$ cat config.mk
export PLATFORM = sky130hd
export DESIGN_NAME = uart_key_decoder
export DESIGN_NICKNAME = d
export VERILOG_FILES = /design/src/rtl/uart_key_decoder.sv
export SDC_FILE = /design/constraint.sdc
export NUM_CORES = 1
export LEC_CHECK = 0
export ABC_AREA = 0
export CORE_AREA = 2 2 108 58
export DETAILED_ROUTE_END_ITERATION = 10
export DIE_AREA = 0 0 110 60
export PLACE_DENSITY = 0.88
export SLEW_MARGIN = 25
export SYNTH_ARGS = -nofsm -noshare
export SYNTH_HDL_FRONTEND = slang
export SYNTH_SLANG_ARGS = --single-unit
$ cat constraint.sdc
create_clock -name i_clk -period 5.3 [get_ports i_clk]
set_input_delay 0.53 -clock i_clk [delete_from_list [all_inputs] [get_ports i_clk]]
set_output_delay 0.53 -clock i_clk [all_outputs]
set_load 0.01 [all_outputs]
$ cat src/rtl/uart_key_decoder.sv
// uart_key_decoder
//   Turns keyboard bytes from uart_rx into game controls for the arcade core.
//   Direction keys hold left/right for HOLD_CLKS clocks after the last byte,
//   so terminal key-repeat keeps the ship moving. Fire is rate-limited by a
//   cooldown. Pause freezes all other controls until the next pause key.
//
// Ports
//   i_clk        system clock
//   i_rst_n      asynchronous active-low reset
//   i_rx_done    byte valid from uart_rx (level; only the rising edge counts)
//   i_rx_data    received byte, sampled on the accept cycle
//   o_left       move left held
//   o_right      move right held
//   o_fire       one-cycle fire pulse
//   o_start      one-cycle start pulse (suppressed while paused)
//   o_pause      pause level, toggled by 'p'/'P'
//   o_err        one-cycle pulse on an unrecognised byte
//   o_last_byte  last accepted byte, whatever its value
module uart_key_decoder #(
    parameter int unsigned HOLD_CLKS     = 12500000,
    parameter int unsigned FIRE_COOLDOWN = 2500000,
    parameter int unsigned CNT_W         = 24
) (
    input  logic       i_clk,
    input  logic       i_rst_n,
    input  logic       i_rx_done,
    input  logic [7:0] i_rx_data,
    output logic       o_left,
    output logic       o_right,
    output logic       o_fire,
    output logic       o_start,
    output logic       o_pause,
    output logic       o_err,
    output logic [7:0] o_last_byte
);

    typedef enum logic [1:0] {
        ST_IDLE,
        ST_LEFT,
        ST_RIGHT
    } dir_state_e;

    localparam logic [CNT_W-1:0] HOLD_LOAD = CNT_W'(HOLD_CLKS - 1);
    localparam logic [CNT_W-1:0] COOL_LOAD = CNT_W'(FIRE_COOLDOWN - 1);
    localparam logic [CNT_W-1:0] CNT_ONE   = CNT_W'(1);

    dir_state_e       state_q, state_d;
    logic [CNT_W-1:0] hold_q, hold_d;
    logic [CNT_W-1:0] cool_q, cool_d;
    logic             done_q;
    logic             pause_q, pause_d;
    logic             left_q, left_d;
    logic             right_q, right_d;
    logic             fire_q, fire_d;
    logic             start_q, start_d;
    logic             err_q, err_d;
    logic [7:0]       last_q, last_d;

    logic accept;
    logic act;          // accepted byte that is allowed to act (not paused)
    logic enter_pause;
    logic key_left, key_right, key_fire, key_start, key_pause, key_err;

    assign accept      = i_rx_done & ~done_q;
    assign act         = accept & ~pause_q;
    assign enter_pause = accept & key_pause & ~pause_q;

    always_comb begin
        key_left  = 1'b0;
        key_right = 1'b0;
        key_fire  = 1'b0;
        key_start = 1'b0;
        key_pause = 1'b0;
        key_err   = 1'b0;
        case (i_rx_data)
            8'h61, 8'h41: key_left  = 1'b1;
            8'h64, 8'h44: key_right = 1'b1;
            8'h20:        key_fire  = 1'b1;
            8'h73, 8'h53: key_start = 1'b1;
            8'h70, 8'h50: key_pause = 1'b1;
            default:      key_err   = 1'b1;
        endcase
    end

    // State register: FSM, counters and registered outputs.
    always_ff @(posedge i_clk or negedge i_rst_n) begin
        if (!i_rst_n) begin
            state_q <= ST_IDLE;
            hold_q  <= '0;
            cool_q  <= '0;
            done_q  <= 1'b0;
            pause_q <= 1'b0;
            left_q  <= 1'b0;
            right_q <= 1'b0;
            fire_q  <= 1'b0;
            start_q <= 1'b0;
            err_q   <= 1'b0;
            last_q  <= '0;
        end else begin
            state_q <= state_d;
            hold_q  <= hold_d;
            cool_q  <= cool_d;
            done_q  <= i_rx_done;
            pause_q <= pause_d;
            left_q  <= left_d;
            right_q <= right_d;
            fire_q  <= fire_d;
            start_q <= start_d;
            err_q   <= err_d;
            last_q  <= last_d;
        end
    end

    // Next-state: a fresh direction key overrides expiry; entering pause
    // overrides everything.
    always_comb begin
        state_d = state_q;
        hold_d  = hold_q;
        case (state_q)
            ST_LEFT, ST_RIGHT: begin
                if (hold_q == '0) state_d = ST_IDLE;
                else              hold_d  = hold_q - CNT_ONE;
            end
            default: ;
        endcase
        if (act && key_left) begin
            state_d = ST_LEFT;
            hold_d  = HOLD_LOAD;
        end else if (act && key_right) begin
            state_d = ST_RIGHT;
            hold_d  = HOLD_LOAD;
        end
        if (enter_pause) begin
            state_d = ST_IDLE;
            hold_d  = '0;
        end
    end

    // Output logic: next values of the registered outputs and the cooldown.
    always_comb begin
        cool_d  = (cool_q != '0) ? cool_q - CNT_ONE : cool_q;
        fire_d  = 1'b0;
        start_d = act & key_start;
        err_d   = accept & key_err;
        pause_d = pause_q ^ (accept & key_pause);
        last_d  = accept ? i_rx_data : last_q;
        if (act && key_fire && cool_q == '0) begin
            fire_d = 1'b1;
            cool_d = COOL_LOAD;
        end
        if (enter_pause) cool_d = '0;
        left_d  = (state_d == ST_LEFT);
        right_d = (state_d == ST_RIGHT);
    end

    assign o_left      = left_q;
    assign o_right     = right_q;
    assign o_fire      = fire_q;
    assign o_start     = start_q;
    assign o_pause     = pause_q;
    assign o_err       = err_q;
    assign o_last_byte = last_q;

endmodule

* Yosys cells after proc, flatten, opt, wreduce, memory -nomap -nowiden
Cells that the tools add are included.
Cells by class: $add $sub $neg 2, equal/unequal tests 14, multiplexer cells 20, bitwise gates (word level) 9, reductions and logical operators 16
Operators with widths (number):
- two-way mux 24 bit | 8
- == test 8 x 7 -> 1 bit (second input constant) | 8
- logical NOT 24 bit | 2
- subtractor 24 x 1 -> 24 bit (second input constant) | 2
- nonzero test 24 bit | 1
- two-way mux 2 bit | 5
- OR reduction 2 bit | 5
- OR reduction 9 bit | 1
- == test 8 x 6 -> 1 bit (second input constant) | 1
- two-way mux 1 bit | 7
- AND 1 bit | 6
- == test 2 x 1 -> 1 bit (second input constant) | 2
- == test 2 bit (second input constant) | 2
- logical AND 1 bit | 4
- inequality test 4 x 2 -> 1 bit (second input constant) | 1
- nonzero test 4 bit | 1
- nonzero test 3 bit | 1
- NOT 1 bit | 2
- AND reduction 2 bit | 1
- XOR 1 bit | 1
Storage, ports and cells: register bits 65, input bits 11, output and inout port bits 14, word-level logic and storage cells 72

* Logic depth before layout (Yosys ltp)
Gate-level depths: netlist (run 1).
depth in word-level cells 8, gate-level depth with buffers 9, depth with buffers taken out 7

* Worst setup path after synthesis (run 1)
Ideal clock, no wire load.
kind register to register, start point register hold_q[13], end point register hold_q[1], library setup time 78 ps, arrival 2200 ps, data required time 5222 ps, path slack 3022 ps, cell stages (with the launch flop) 6, path buffers 0, cells stage by stage dfrtp_1 -> or4_4 -> or4_4 -> o21ai_1 -> mux2_2 -> a21oi_1
On the way: longest elaborated chain between the ends 3
Ends and longest elaborated chain:
- start: declaration | line 48 | logic [CNT_W-1:0] hold_q, hold_d;
- start signal: assignment | line 101 | hold_q <= hold_d;
- logical NOT 24 bit | line 121 | if (hold_q == '0) state_d = ST_IDLE;
- inequality test 4 x 2 -> 1 bit (no source line)
- AND reduction 2 bit (no source line)
No other way between the ends. A chain may end at the register's enable or synchronous reset.

* Final worst setup path (run 1)
start point input i_rx_done, end point register hold_q[16]
On the way: longest elaborated chain between the ends 6, elaborated cells between the ends (all ways) 12
Ends and longest elaborated chain:
- start: declaration | line 26 | input logic i_rx_done,
- AND 1 bit (*) | line 64 | assign accept = i_rx_done & ~done_q;
- AND 1 bit | line 65 | assign act = accept & ~pause_q;
- logical AND 1 bit | line 129 | end else if (act && key_right) begin
- two-way mux 24 bit | line 129
- two-way mux 24 bit | line 126 | if (act && key_left) begin
- two-way mux 24 bit | line 133 | if (enter_pause) begin
Mark *: on every way between the ends. The rest lies on a longest branch, timed or not.

==> run summary, run 1 <==
Max Clk Rate -> 0.323 GHz
Post CTS Setup Buffer Count -> 0
Async SR Flop Fraction -> 1.00
Io pins -> 25
Top FF cell, synth -> dfrtp_1
Pins over their slew limit -> 0
Reg-to-Reg End -> hold_q[21]
Post-synth top area share -> 0.473
Placed inst area -> 3710 sq um
YS warnings -> 0
Top delay family on crit path -> simple AND/OR/NAND/NOR gates
Worst EP required -> 5.51 ns
Reg-to-Reg Start -> hold_q[2]
Clk root buf -> clkbuf_8
Total wire length -> 8.02 mm
Final Critical Period -> 3.10 ns
Startpoint types -> primary input
Vias in the first global route -> 2875
Port buffer count -> 24
Initial antenna violation count -> 0
Die height -> 60 microns
Die Wd -> 110 microns
Longest Clk Path Bufs -> 2
Worst slew pin tran -> 0.868 ns
Worst path max stage delay -> 0.60 ns
Commonest non-fill, non-tap cell in the layout -> dfrtp_1
Clock latency on the worst-skew pair -> 0.34 ns
Int Pwr -> 0.924 mW
Worst path cell trace -> clkdlybuf4s50_1, nor2b_1, nand3_1, nor4_1, ha_1, buf_4, nand2b_1, a21oi_1
Clock Power Share -> 0.354
Die area -> 6600 sq um
Highest-delay cell along the critical path -> nor2b_1
Syn Area/Cell -> 9.47 sq um
PostCTS Resize Cnt -> 0
Worst Setup Path Type -> in -> reg
Status -> finished clean
Final Cycle Share -> 0.585
CTS Sinks -> 65
Length in cells of the worst reg-to-reg path -> 5
Tot GR Track Use -> 0.274
EDFF count, synth -> 0
Avg WL per Cell -> 17.2 microns
PD cells -> 329 nW/um^2
Data arrival, critical path -> 3.31 ns
RSZ-0062 raised after global routing -> false
Final Cell Area -> 3920 sq um
Sw power -> 0.364 mW
Final Hold Fails -> 0
TNS Setup -> 0 ns
Flop pwr share -> 0.490
Internal reg-to-reg setup slack -> 2.36 ns
Max-slew headroom -> 0.416
Share of layout cells above drive strength 1 -> 0.0668
Largest cells by area after synthesis -> dfrtp_1 (47%), a21oi_1 (4.4%), nand2_1 (4.2%)
DRT iter0 DRCs -> 204
Max VDD drop -> 0.000166 V
Final setup viols -> 0
Most frequent cells in the layout -> dfrtp_1 (65), nand2_1 (38), a21oi_1 (30)
Comb power frac -> 0.157
Worst-path clk slew -> 0.07 ns
Area leader, netlist -> dfrtp_1
Core Area -> 5730 sq um
CP Buf/Inv Count -> 2
CTS buffer count -> 9
First-pass GRT wire length -> 13.6 mm
Max_cap viols -> 0
Hold Buf Count CTS -> 0
DRC -> 0
Pin count of the biggest net entering global routing -> 66
Pleak -> 1.44 nW
HP Class -> in -> async
Post-synthesis register bit count -> 65
DRT antenna net count -> 0
Antenna diode count -> 0
Clock Skews -> 0.0103 ns
CP max FO -> 23
TritonCTS clock tree -> yes
Mapped cell area -> 3440 sq um
Final Wtd Congestion -> 0.886
Post-synth net total -> 378
Vias -> 2914
Area Overhead vs Synth -> 14.0%
Drt pass-1 iters -> 7
DPL Wire Length -> 5.41 mm
Vias per cell -> 6.25
Setup crit end kind -> flop
Rows -> 20
Gr ovfl total -> 0
Post-synthesis cell count -> 363
Initial Util -> 0.600
NumNets Final -> 399
Sw Ratio -> 0.283
Seq/Total Area, Yosys -> 0.473
Htree depth -> 3
Synth unique cells -> 48
## cells by family (layout without fill, tap and decap cells)
group	count (synthesis)	in the layout	synth area share
AOI/OAI and AO/OA	74	74	0.131
xor gates and xnor gates	25	25	0.0637
adders and majority gates	4	4	0.0146
buffers and inverters	24	50	0.0299
DFF	65	65	0.473
muxes	5	5	0.0149
and+or+nand+nor	166	166	0.272
## through the flow
stage / hold slack (ns) / power (mW) / utilization / setup WS, ns / cells
finish: 0.351 / 1.29 / 0.684 / 2.20 / 466
global route: 0.418 / 1.35 / 0.684 / 1.99 / 466
CTS: 0.386 / 1.29 / 0.684 / 2.21 / 466
detailed placement: 0.463 / 0.839 / 0.648 / 1.84 / 450
global placement: 0.468 / 0.825 / 0.648 / 2.06 / 450
floorplan: 0.234 / 0.757 / - / 3.02 / 363
## flip-flops by register name, indices dropped and copies added, names as in the netlist
signal and count:
hold_q 24, cool_q 24, o_last_byte 8, o_left 1
o_start 1, state_q 2, o_err 1, o_pause 1
o_fire 1, o_right 1, done_q 1
## Yosys cell counts (all sizes together) (10+ instances only)
master and instances:
nor3 18, clkbuf 12, nor4 10, a21oi 30, dfrtp 65, o21ai 11, xor2 16, nor2 25
or4 11, nand2 38, or3 15
## routing by layer
layer | vias to the layer above | GRT usage | wire (microns)
li1 | 1367 | - | -
met1 | 1416 | 0.382 | 3800
met2 | 118 | 0.415 | 3490
met3 | 13 | 0.0894 | 637
met4 | 0 | 0.0687 | 93
met5 | - | 0 | 0
## worst reg2reg max path, delay by kind of cell, from the launching register on
kind	cells	cell delay, ns
AND/OR/NAND/NOR	2	1.20
AO/OA/AOI/OAI	3	1.22
flip-flops	1	0.44
## power by group through the flow
| stage | clock network (mW) | logic [mW] | registers [mW] |
|---|---|---|---|
| after global placement | 0 | 0.192 | 0.634 |
| after detailed placement | 0 | 0.204 | 0.636 |
| after floorplan | 0 | 0.134 | 0.623 |
| final | 0.456 | 0.202 | 0.631 |
| after CTS | 0.460 | 0.203 | 0.628 |
| after global routing | 0.485 | 0.226 | 0.641 |
## how the worst max path moves through the flow
stage | start | end | slack [ns] | cells past startpoint
after floorplan | hold_q[13] | hold_q[1] | 3.02 | 5
after global placement | i_rx_done | hold_q[8] | 2.06 | 8
after detailed placement | i_rx_done | hold_q[16] | 1.84 | 8
after CTS | i_rx_done | hold_q[16] | 2.21 | 8
after global routing | i_rx_done | hold_q[7] | 1.99 | 8
final | i_rx_done | hold_q[16] | 2.20 | 8
## layout make-up
cell class                 instances  area, sq um
fill                             447         1810
clock buffer                      13          139
sequential                        65         1630
inverter                           7         26.3
tap                               77         96.3
timing repair buffer              27          258
multi-input combinational        274         1710
clock inverter                     3         65.1
(Power assumes the default switching activity.)
==> run 2, diff against run 1 <==
--- a/config.mk
+++ b/config.mk
@@ -6,10 +6,10 @@
 export NUM_CORES = 1
 export LEC_CHECK = 0
 export ABC_AREA = 0
-export CORE_AREA = 2 2 108 58
+export CORE_AREA = 2 2 112 60
 export DETAILED_ROUTE_END_ITERATION = 10
-export DIE_AREA = 0 0 110 60
-export PLACE_DENSITY = 0.88
+export DIE_AREA = 0 0 114 62
+export PLACE_DENSITY = 0.83
 export SLEW_MARGIN = 25
 export SYNTH_ARGS = -nofsm -noshare
 export SYNTH_HDL_FRONTEND = slang
==> constraint.sdc (replaced) <==
create_clock -name i_clk -period 3.18 [get_ports i_clk]
set_input_delay 0.318 -clock i_clk [delete_from_list [all_inputs] [get_ports i_clk]]
set_output_delay 0.318 -clock i_clk [all_outputs]
set_load 0.01 [all_outputs]
==> run 2 against run 1 <==
Net effect:
- sequential share of layout area fell by 1.7 points
- first-iteration DRC count shrank 20%
- critical path type is now reg -> reg
- largest cell class unchanged
- highest routed layer unchanged
- utilization fell by 3.1 points
==> run summary, run 2 (synthesis gave the netlist of run 1 again) <==
CTS Sinks -> 65 (unchanged)
Drt pass-1 iters -> 4 (-3)
Vias per cell -> 6.04 (-3.4%)
Rows -> 21 (+5.0%)
Pins over their slew limit -> 0 (unchanged)
Clk root buf -> clkbuf_16
Layout Cells excl Fill -> 476 (+2.1%)
Total wire length -> 7.75 mm (-3.4%)
Avg WL per Cell -> 16.3 microns (-5.4%)
DPL Wire Length -> 5.39 mm (-0.38%)
Setup crit end kind -> flop
Met1 Track Usage GR -> 0.344 (-0.0384)
Met2 Usage GRT -> 0.349 (-0.0668)
Startpoint types -> flop
First-pass GRT wire length -> 12.9 mm (-4.7%)
Sw power -> 0.630 mW (+73%)
Die area -> 7070 sq um (+7.1%)
Commonest non-fill, non-tap cell in the layout -> dfrtp_1
CTS buffer count -> 9 (unchanged)
Filler Cells Inserted -> 507 (+13%)
Dpl cells -> 459 (+2.0%)
Max Clk Rate -> 0.369 GHz
Final Cycle Share -> 0.852
Int Pwr -> 1.77 mW (+92%)
Die Wd -> 114 microns (+3.6%)
Gr ovfl total -> 0 (unchanged)
HP Class -> reg -> reg
Max VDD drop -> 0.000377 V (+130%)
Data arrival, critical path -> 2.91 ns (-0.40 ns)
DRT iter0 DRCs -> 163 (-20%)
Vias -> 2875 (-1.3%)
Port buffer count -> 24 (unchanged)
Flop pwr share -> 0.436 (-0.054)
Worst Setup Path Type -> reg -> reg
Worst slew pin tran -> 0.701 ns (-0.167 ns)
Initial antenna violation count -> 0 (unchanged)
Worst hold slack -> 0.481 ns (+0.130 ns)
RSZ-0062 raised after global routing -> false
CP max FO -> 13 (-43%)
DRC -> 0 (unchanged)
Die height -> 62 microns (+3.3%)
Longest Clk Path Bufs -> 2 (unchanged)
Final Critical Period -> 2.71 ns
PD cells -> 588 nW/um^2 (+79%)
Area Overhead vs Synth -> 18.8%
Io pins -> 25 (unchanged)
Final Wtd Congestion -> 0.862 (-2.6%)
Clock latency on the worst-skew pair -> 0.34 ns (about the same)
TNS Setup -> 0 ns (unchanged)
Global route hottest layer -> met2
Max_cap viols -> 0 (unchanged)
DRT antenna net count -> 0 (unchanged)
Pin count of the biggest net entering global routing -> 43 (-35%)
Initial Util -> 0.549 (-0.0501)
Htree depth -> 3 (unchanged)
Clock Power Share -> 0.422 (+0.068)
PostCTS Resize Cnt -> 0 (unchanged)
Status -> finished clean
Antenna diode count -> 0 (unchanged)
Register area -> 1630 sq um (unchanged)
Sw Ratio -> 0.262 (-0.0204)
Max-slew headroom -> 0.531 (+0.115)
Worst-path clk slew -> 0.06 ns (about the same)
Share of layout cells above drive strength 1 -> 0.0859 (+0.0190)
Final setup viols -> 0 (unchanged)
Tot GR Track Use -> 0.244 (-0.0297)
Comb power frac -> 0.142 (-0.015)
Clock Skews -> 0.00667 ns (-0.00364 ns)
Final Hold Fails -> 0 (unchanged)
NumNets Final -> 406 (+1.8%)
Vias in the first global route -> 2660 (-7.5%)
Worst EP required -> 3.39 ns (-2.12 ns)
Most frequent cells in the layout -> dfrtp_1 (65), nand2_1 (38), a21oi_1 (30)
Multi-input gate area -> 1710 sq um (unchanged)
Met3 usage -> 0.106 (+0.0163)
Core Area -> 6250 sq um (+9.1%)
TritonCTS clock tree -> yes
Pleak -> 1.52 nW (+5.9%)
run 2: cell types whose count changed in the layout (fill, tap and decap cells not counted):
cell           change
dlygate4sd3_1      +1
bufinv_16          -1
clkbuf_1           -2
clkbuf_16          +9
buf_4              +6
clkbuf_8           -6
run 2: through the flow:
step	utilization	setup WS, ns	area [sq um]	power (mW)
global placement	0.602	0.575	3760	1.38
detailed placement	0.602	0.463	3760	1.40
finish	0.653	0.472	4080	2.40
floorplan	-	0.902	3440	1.26
global route	0.653	0.246	4080	2.52
CTS	0.653	0.465	4080	2.42
run 2: power by group through the flow:
stage	Clock [mW]	Sequential [mW]	Combinational (mW)
floorplan	0	1.04	0.223
global placement	0	1.05	0.326
detailed placement	0	1.06	0.339
CTS	1.03	1.04	0.345
global route	1.08	1.06	0.387
finish	1.01	1.05	0.341
run 2: repair_timing:
action / in CTS / in global routing
buffers inserted: 0 / 0
hold buffers: 1 / 0
endpoints found under the hold margin: 23 / 0
run 2: final timing paths:
path | endpoint | from | depth (start not counted) | slack [ns]
worst max-delay path | hold_q[13] | hold_q[13] | 5 | 0.47
worst min-delay path | o_last_byte[5] | o_last_byte[5] | 2 | 0.48
worst max register to register | hold_q[13] | hold_q[13] | 5 | 0.47
worst min register to register | o_last_byte[5] | o_last_byte[5] | 2 | 0.48
max in group asynchronous | o_last_byte[0] | i_rst_n | 3 | 1.76
min in group asynchronous | cool_q[15] | i_rst_n | 2 | 0.50
run 2: per-layer routing:
metal  up-vias  wire, microns
li1       1393              -
met1      1386           3950
met2        92           3240
met3         4            509
met4         0             55
met5         -              0
run 2: critical path: stages, from the launching register on:
cell	delay [ns]
dfrtp_1	0.43
or4_4	0.60
or4_4	0.64
o211ai_1	0.63
xor2_1	0.21
a21oi_1	0.08
run 2: final cells by class:
class	count	area share
Clock buffer	14	0.0671
Tap cell	80	0.0245
Sequential cell	65	0.399
Clock inverter	2	0.00858
Multi-Input combinational cell	274	0.418
Inverter	7	0.00644
Timing Repair Buffer	34	0.0766
